<file path="src/rtl/bcd_pkg.sv">
// Shared constants, state encoding and sizing helper for the sequential binary-to-BCD converter.
package bcd_pkg;

  localparam int unsigned BCD_DIGIT_W     = 4;
  localparam logic [3:0]  BCD_ADD3_THRESH = 4'd5;

  typedef enum logic [1:0] {
    StIdle  = 2'd0,
    StShift = 2'd1,
    StDone  = 2'd2
  } bcd_state_e;

  // Decimal digits needed for 2^bin_w - 1, i.e. floor(bin_w * log10(2)) + 1.
  // 2^bin_w is never a power of ten, so the fixed-point log10(2) is exact enough.
  function automatic int unsigned bcd_min_digits(input int unsigned bin_w);
    return (bin_w * 30103) / 100000 + 1;
  endfunction

endpackage

</file>
<file path="src/rtl/bcd_dabble_digit.sv">
// One double-dabble digit slice: add 3 when the digit is 5 or more, then shift left by one.
module bcd_dabble_digit
  import bcd_pkg::*;
(
  input  logic [BCD_DIGIT_W-1:0] digit_i,
  input  logic                   shift_i,
  output logic [BCD_DIGIT_W-1:0] digit_o,
  output logic                   shift_o
);

  logic [BCD_DIGIT_W-1:0] adj;

  always_comb begin
    adj = (digit_i >= BCD_ADD3_THRESH) ? digit_i + 4'd3 : digit_i;
  end

  assign digit_o = {adj[BCD_DIGIT_W-2:0], shift_i};
  assign shift_o = adj[BCD_DIGIT_W-1];

endmodule

</file>
<file path="src/rtl/bcd_seq_converter.sv">
// Sequential binary-to-BCD converter: one bit per clock with valid/ready on both sides,
// plus overflow and leading-zero blanking for a display driver.
module bcd_seq_converter
  import bcd_pkg::*;
#(
  parameter int unsigned BIN_W  = 8,
  parameter int unsigned DIGITS = 3
) (
  input  logic                          clk,
  input  logic                          rst,
  input  logic                          in_valid,
  output logic                          in_ready,
  input  logic [BIN_W-1:0]              in_value,
  output logic                          out_valid,
  input  logic                          out_ready,
  output logic [BCD_DIGIT_W*DIGITS-1:0] out_bcd,
  output logic                          overflow,
  output logic [DIGITS-1:0]             blank
);

  localparam int unsigned    BcdW        = BCD_DIGIT_W * DIGITS;
  localparam int unsigned    CntW        = $clog2(BIN_W + 1);
  localparam logic [CntW-1:0] LastCnt    = CntW'(BIN_W - 1);
  // With enough digits the top slice can never carry out, so overflow is constant zero.
  localparam bit             CanOverflow = DIGITS < bcd_min_digits(BIN_W);

  bcd_state_e        state_q, state_d;
  logic [BIN_W-1:0]  bin_q, bin_d;
  logic [BcdW-1:0]   bcd_q, bcd_d;
  logic              carry_q, carry_d;
  logic [CntW-1:0]   cnt_q, cnt_d;
  logic [BcdW-1:0]   out_bcd_q, out_bcd_d;
  logic              ovf_q, ovf_d;

  logic [BcdW-1:0]   bcd_step;
  logic [DIGITS:0]   chain;
  logic              carry_step;

  assign chain[0] = bin_q[BIN_W-1];

  for (genvar g = 0; g < DIGITS; g++) begin : gen_digit
    bcd_dabble_digit u_digit (
      .digit_i (bcd_q[BCD_DIGIT_W*g +: BCD_DIGIT_W]),
      .shift_i (chain[g]),
      .digit_o (bcd_step[BCD_DIGIT_W*g +: BCD_DIGIT_W]),
      .shift_o (chain[g+1])
    );
  end

  assign carry_step = carry_q | chain[DIGITS];

  always_comb begin
    state_d   = state_q;
    bin_d     = bin_q;
    bcd_d     = bcd_q;
    carry_d   = carry_q;
    cnt_d     = cnt_q;
    out_bcd_d = out_bcd_q;
    ovf_d     = ovf_q;
    unique case (state_q)
      StIdle: begin
        if (in_valid) begin
          bin_d   = in_value;
          bcd_d   = '0;
          carry_d = 1'b0;
          cnt_d   = '0;
          state_d = StShift;
        end
      end
      StShift: begin
        bin_d   = bin_q << 1;
        bcd_d   = bcd_step;
        carry_d = carry_step;
        cnt_d   = cnt_q + CntW'(1);
        if (cnt_q == LastCnt) begin
          out_bcd_d = bcd_step;
          ovf_d     = CanOverflow && carry_step;
          state_d   = StDone;
        end
      end
      StDone: begin
        if (out_ready) begin
          state_d = StIdle;
        end
      end
      default: state_d = StIdle;
    endcase
  end

  always_ff @(posedge clk or posedge rst) begin
    if (rst) begin
      state_q   <= StIdle;
      bin_q     <= '0;
      bcd_q     <= '0;
      carry_q   <= 1'b0;
      cnt_q     <= '0;
      out_bcd_q <= '0;
      ovf_q     <= 1'b0;
    end else begin
      state_q   <= state_d;
      bin_q     <= bin_d;
      bcd_q     <= bcd_d;
      carry_q   <= carry_d;
      cnt_q     <= cnt_d;
      out_bcd_q <= out_bcd_d;
      ovf_q     <= ovf_d;
    end
  end

  assign in_ready  = (state_q == StIdle);
  assign out_valid = (state_q == StDone);
  assign out_bcd   = out_bcd_q;
  assign overflow  = ovf_q;

  // blank[i] is set while digit i and every digit above it are zero; digit 0 always shows.
  logic zero_above;
  always_comb begin
    blank      = '0;
    zero_above = 1'b1;
    for (int i = DIGITS - 1; i >= 1; i--) begin
      zero_above = zero_above && (out_bcd_q[BCD_DIGIT_W*i +: BCD_DIGIT_W] == '0);
      blank[i]   = zero_above;
    end
  end

endmodule
</file>
<file path="config.mk">
export PLATFORM = sky130hd
export DESIGN_NAME = bcd_seq_converter
export DESIGN_NICKNAME = d
export VERILOG_FILES = /design/src/rtl/bcd_pkg.sv /design/src/rtl/bcd_dabble_digit.sv /design/src/rtl/bcd_seq_converter.sv
export SDC_FILE = /design/constraint.sdc
export NUM_CORES = 1
export LEC_CHECK = 0
export BUFFER_PORTS_ARGS = -buffer_cell sky130_fd_sc_hd__buf_4
export CORE_ASPECT_RATIO = 0.6
export CORE_UTILIZATION = 56
export DETAILED_ROUTE_END_ITERATION = 6
export HOLD_SLACK_MARGIN = 0.03
export PLACE_DENSITY = 0.79
export RECOVER_POWER = 50
export SLEW_MARGIN = 20
export SYNTH_ARGS = -nofsm -noshare
export SYNTH_HDL_FRONTEND = slang
export SYNTH_SLANG_ARGS = --single-unit
</file>
<file path="constraint.sdc">
create_clock -name clk -period 2.2 [get_ports clk]
set_clock_uncertainty 0.15 [all_clocks]
set_input_delay 0.11 -clock clk [delete_from_list [all_inputs] [get_ports clk]]
set_output_delay 0.11 -clock clk [all_outputs]
set_load 0.05 [all_outputs]
</file>
==> results.py, run 1 <==
metrics = {
    "sta": {
        "maxSlewViolCount": 0,
        "holdWs_ps": 138,
        "tns_ps": 0,
        "relSlewSlack_pct": 38.8,
        "setup_viol": 0,
        "rsz0062_at_grt": "false",
        "worstMarginPinSlew_ps": 919,
        "clock.fmax_mhz": 560,
        "hold_viol": 0,
        "fin_crit_ps": 1790,
        "post-route-period-util_pct": 81.1,
    },
    "pwr": {
        "p_leak_uw": 0.00106,
        "powerDensity_nw_per_um2": 1540,
        "peakVddDrop_mv": 0.807,
    },
    "cells_and_area": {
        "drive_above_1_share_pct": 23.2,
        "area_growth_pct": 17.6,
        "ff_latch_area_sq_um": 951,
        "multi_input_area_sq_um": 873,
        "nNetsFinal": 230,
        "antenna_cells": 0,
        "utilization_pct": 69.4,
        "fillers": 258,
    },
    "drt": {
        "wl_per_cell_um": 15.6,
        "dr.pass1.iters": 4,
        "drcViolationCount": 0,
        "postRouteAntennaNets": 0,
        "drt_iter0_drc": 70,
        "totalWireLength_um": 4000,
        "num_vias": 1411,
        "viasPerCell": 5.51,
    },
    "synth": {
        "yosys_warnings": 0,
        "avgSynthCellArea_sq_um": 11.1,
        "synth-edff-count": 0,
        "ys_seq_elements": 38,
        "ys_seq_area_share_pct": 49.1,
        "async_reset_ff_share_pct": 100,
        "netlist_area_sq_um": 1940,
        "yosysTopAreaCell": "dfrtp_1",
        "synth_area_leaders": "dfrtp_1 (49%), ha_1 (4.5%), o21ai_0 (4.1%)",
        "synth_cells": 174,
        "synth_cell_type_count": 37,
        "synth.top_cell.area_share_pct": 49.1,
        "ys.flop_type": "dfrtp_1",
    },
    "floorplan": {
        "fp-row-count": 16,
        "io_pins": 30,
        "initial_utilization_pct": 59.0,
        "die_area_sq_um": 3700,
        "die_y_um": 47.5,
        "die_w_um": 77.9,
        "coreArea_sq_um": 3280,
    },
    "clocking": {
        "clockRootBuffer": "clkbuf_8",
        "cts_sinks": 38,
        "cts-htree-levels": 2,
        "clockBufferDepth": 2,
        "clk_pin_slew_ps": 70,
        "numCtsBuffers": 5,
        "cts_resized": 0,
        "cts_tree": "built",
        "clkLatencyLatePin_ps": 280,
    },
    "grt": {
        "track_usage_pct": 23.5,
        "grt_pass1_vias": 1321,
        "antenna_found_initial": 0,
        "grt_start_max_net_pins": 39,
        "grt_pass1_wl_um": 6450,
        "gr-total-overflow": 0,
    },
    "critical_path": {
        "path_class": "register to register",
        "start_kind": "register",
        "crit_family": "flip-flops",
        "end_kind": "register",
        "crit_fanout": 14,
        "cp_slowest_stage_delay_ps": 700,
        "path_buf_inv": 0,
        "crit_required_ps": 2200,
        "path_cells": "nand2b_1, nor3_1, o21ai_1, o21ai_0",
        "cp.arrival_ps": 1780,
        "slowest_stage": "dfrtp_1",
        "r2r_slack_ps": 410,
    },
    "job": {
        "maxCapViolCount": 0,
    },
    "placement": {
        "dp_hpwl_um": 2670,
        "place.gp.congestion": 0.809,
        "port_buffers": 27,
    },
    "run_status": {
        "status": "completed",
    },
    "hold_path": {
        "hold_class": "primary input to register",
    },
}
==> per-layer routing <==
| metal | part of all wire, % | vias to the layer above | wire length, um | track usage [%] |
|---|---|---|---|---|
| met2 | 46 | 37 | 1860 | 37.2 |
| met5 | 0 | - | 0 | 0 |
| li1 | - | 681 | - | - |
| met1 | 49 | 691 | 1960 | 33.7 |
| met3 | 4.4 | 2 | 178 | 5.71 |
| met4 | 0.25 | 0 | 10 | 5.19 |
==> synth_stat cells (all sizes together) (2+ instances only) <==
cell	instances
dfrtp	38
o21ai	20
nand2	14
buf	10
a21oi	9
a22o	9
inv	8
nor2	8
ha	7
mux2	7
a22oi	5
nand2b	4
nor2b	4
nor3	4
a31oi	3
mux2i	3
or3b	3
xnor2	3
a21o	2
and3b	2
nor3b	2
nor4	2
==> registers in the layout (all words and copies together), names as in the netlist <==
| signal | flops |
|---|---|
| bcd_q | 12 |
| bin_q | 8 |
| cnt_q | 4 |
| out_bcd | 12 |
| state_q | 2 |
==> timing repair <==
item | in CTS | in global routing
endpoints found under the hold margin | 45 | 0
hold buffers | 9 | 0
setup buffers | 0 | 0
==> cells by family (layout without fill, tap and decap cells) <==
kind of cell | Yosys count | in the layout | share of synthesized area [%]
other | 1 | 2 | 0.194
buffers and inverters | 19 | 55 | 6.72
muxes | 10 | 10 | 5.62
and+or+nand+nor | 46 | 46 | 14.5
adders and majority gates | 7 | 7 | 4.52
xor gates and xnor gates | 3 | 3 | 1.36
AOI/OAI and AO/OA | 50 | 50 | 18.0
DFF | 38 | 38 | 49.1
==> cells in the final DEF, fill, tap and decap left out, drive strengths merged, types with 2 or more instances in the layout <==
master / count
buf: 21
nor2b: 4
conb: 2
a22o: 9
a22oi: 5
o21ai: 20
mux2i: 3
mux2: 7
a21oi: 9
clkbuf: 17
a21o: 2
inv: 8
and3b: 2
nand2: 14
nor3: 4
nor3b: 2
nor4: 2
nor2: 8
a31oi: 3
or3b: 3
xnor2: 3
dfrtp: 38
ha: 7
dlygate4sd3: 9
nand2b: 4
==> area by class of cell <==
type                    count  area share [%]
flip-flops and latches     38            41.8
inverters                   8            1.32
well taps                  45            2.47
clock buffers               7            3.35
repair buffers             40            12.7
multi-input cells         118            38.4
==> worst reg2reg max path, cell delays in order (launching register included) <==
cell and delay [ps]:
dfrtp_1 700, nand2b_1 430, nor3_1 110, o21ai_1 160, o21ai_0 100
==> report_power, final <==
group | total (uW) | switching, uW | internal (uW)
clock | 442 | 224 | 218
combinational | 1760 | 1090 | 672
sequential | 1310 | 314 | 998
total | 3520 | 1630 | 1890
==> path summary, 6_finish.rpt <==
check / start / cells after the start / end
min in group asynchronous: rst / 4 / out_bcd[0]
min reg2reg: bin_q[0] / 1 / bin_q[0]
min: in_value[1] / 4 / bin_q[1]
max reg2reg: state_q[1] / 4 / bcd_q[11]
max in group asynchronous: rst / 4 / bcd_q[0]
max: state_q[1] / 4 / bcd_q[11]
==> per-stage QoR <==
| stage | std cells | instance area (sq um) | total power (uW) | setup slack [ps] |
|---|---|---|---|---|
| final | 256 | 2280 | 3520 | 415 |
| after global routing | 256 | 2280 | 3760 | 284 |
| after CTS | 256 | 2310 | 3580 | 418 |
| after detailed placement | 240 | 2140 | 3120 | 441 |
| after global placement | 240 | 2140 | 3030 | 529 |
| after floorplan | 175 | 1950 | 2680 | 194 |
No activity file was read; power rests on OpenSTA's default activity.
==> run 2, diff against run 1 <==
- CORE_UTILIZATION: 56 -> 50
- PLACE_DENSITY: 0.79 -> 0.74
- clock period: 2.2 -> 1.45 ns (I/O delays scaled with it)
==> run 2 against run 1 <==
Net effect: the flow now finishes with violations (negative setup slack); hold slack worse by 64 ps; via count is 26% higher; highest routed layer unchanged; routed wire length is 71% higher; clock-buffer cell count stayed put.
==> results.py, run 2 (synthesized netlist as in run 1, its figures left out) <==
metrics = {
    "run_status": {
        "status": "complete, but fails checks",
        "failed_checks": "negative setup slack",
    },
    "critical_path": {
        "ff2ff_path_depth": 4,
        "path_class": "register to register",
        "r2r_end": "out_bcd[0]",
        "r2r-start": "cnt_q[0]",
        "cp_slowest_stage_delay_ps": 430,
        "crit_fanout": 6,
        "crit_required_ps": 1490,
        "path_cells": "ha_4, nand4b_4, nor2_4, mux2_4",
        "slowest_stage": "dfrtp_1",
        "cp.arrival_ps": 1710,
        "crit_family": "simple AND/OR/NAND/NOR gates",
        "r2r_slack_ps": -220,
        "end_kind": "register",
        "start_kind": "register",
        "path_buf_inv": 0,
    },
    "sta": {
        "setup_viol": 42,
        "holdWs_ps": 73.6,
        "hold_viol": 0,
        "worstMarginPinSlew_ps": 535,
        "clock.fmax_mhz": 600,
        "post-route-period-util_pct": 115,
        "rsz0062_at_grt": "true",
        "relSlewSlack_pct": 64.3,
        "maxSlewViolCount": 0,
        "fin_crit_ps": 1670,
        "fin_ws_ps": -218,
    },
    "floorplan": {
        "fp-row-count": 17,
        "die_y_um": 50.2,
        "die_area_sq_um": 4130,
        "die_w_um": 82.3,
        "initial_utilization_pct": 52.6,
        "coreArea_sq_um": 3680,
        "io_pins": 30,
    },
    "cells_and_area": {
        "antenna_cells": 0,
        "final_area_sq_um": 3080,
        "nNetsFinal": 271,
        "drive_above_1_share_pct": 61.7,
        "layout_common_cells": "buf_4 (50), dfrtp_1 (34), buf_6 (14)",
        "mostFrequentLayoutCell": "buf_4",
        "area_growth_pct": 59.3,
    },
    "placement": {
        "port_buffers": 27,
        "dpl-instance-area_sq_um": 2380,
        "dp_hpwl_um": 2890,
        "place.gp.congestion": 0.759,
    },
    "pwr": {
        "peakVddDrop_mv": 1.51,
        "powerDensity_nw_per_um2": 2500,
        "p_leak_uw": 0.00142,
    },
    "grt": {
        "grt_pass1_wl_um": 8710,
        "grt_start_max_net_pins": 39,
        "track_usage_pct": 29.8,
        "grt_pass1_vias": 1761,
        "antenna_found_initial": 0,
        "gr-total-overflow": 0,
    },
    "hold_path": {
        "hold_class": "primary input to register",
        "worstHoldEndpoint": "bin_q[1]",
        "hold_path_depth": 4,
        "min_from": "in_value[1]",
    },
    "clocking": {
        "clkLatencyLatePin_ps": 300,
        "clk_pin_slew_ps": 80,
        "numCtsBuffers": 5,
        "cts_sinks": 38,
        "cts_tree": "built",
        "clockRootBuffer": "clkbuf_8",
        "cts-htree-levels": 2,
        "clockBufferDepth": 2,
    },
    "job": {
        "maxCapViolCount": 0,
    },
    "drt": {
        "viasPerCell": 5.91,
        "dr.pass1.iters": 5,
        "totalWireLength_um": 6840,
        "num_vias": 1773,
        "drt_iter0_drc": 118,
        "postRouteAntennaNets": 0,
        "wl_per_cell_um": 22.8,
        "drcViolationCount": 0,
    },
}
## run 2: changes by cell type in the layout (fill, tap and decap cells not counted), sizes merged
cell    previous run  this run
nor2               8         9
clkinv             0         1
buf               21        67
clkbuf            17        11
## run 2: worst max path at each step
| stage | endpoint | slack [ps] | cells after the start | from |
|---|---|---|---|---|
| 3_5_place_dp | out_bcd[2] | -140 | 4 | cnt_q[1] |
| 2_1_floorplan | blank[1] | -390 | 3 | out_bcd[10] |
| 3_3_place_gp | out_bcd[10] | -100 | 6 | bcd_q[9] |
| 6_report | out_bcd[0] | -220 | 4 | cnt_q[0] |
| 4_1_cts | out_bcd[6] | -150 | 6 | bcd_q[5] |
| 5_1_grt | out_bcd[11] | -240 | 6 | cnt_q[0] |
## run 2: cell type report
class,count,area (sq um)
clock buffers,7,86.3
clock inverters,1,5.00
fillers,184,596
inverters,8,30.0
multi-input cells,119,1200
flip-flops and latches,38,956
well taps,47,58.8
repair buffers,80,743
## run 2: repair_timing
action                     in CTS  in global routing
hold endpoints to repair       45                  0
setup endpoints to repair      28                 36
gates cloned                    1                  2
hold buffers                    9                  0
buffers inserted               16                  4
resized for setup              45                 49
pin swaps                      16                 19
## run 2: where the power goes
group          total, uW  internal [uW]  switching (uW)
clock                784            384             400
sequential          2100           1520             579
combinational       4820           2290            2530
total               7700           4200            3500
## run 2: routing by layer
layer  global-route usage (%)  wire [um]  vias up
met1                     38.3       2770      883
met3                     6.73        507       23
met2                     48.6       3320       98
met4                     12.6        243        0
met5                        0          0        -
li1                         -          -      769
## run 2: per-stage QoR
| stage | setup TNS (ps) | utilization (%) | worst slack (ps) | std cells | power [uW] |
|---|---|---|---|---|---|
| 4_1_cts | -1460 | 77.9 | -146 | 295 | 6800 |
| 2_1_floorplan | -624 | - | -390 | 175 | 4270 |
| 6_report | -4390 | 83.8 | -218 | 300 | 7700 |
| 3_3_place_gp | -962 | 64.6 | -100 | 261 | 5120 |
| 3_5_place_dp | -2000 | 64.6 | -142 | 261 | 5280 |
| 5_1_grt | -5900 | 83.8 | -242 | 300 | 8010 |
## run 2: worst min-delay path, delay by kind of cell
family,cells,cell delay (ps)
AO/OA/AOI/OAI,2,180
AND/OR/NAND/NOR,1,160
buffers and inverters,1,80
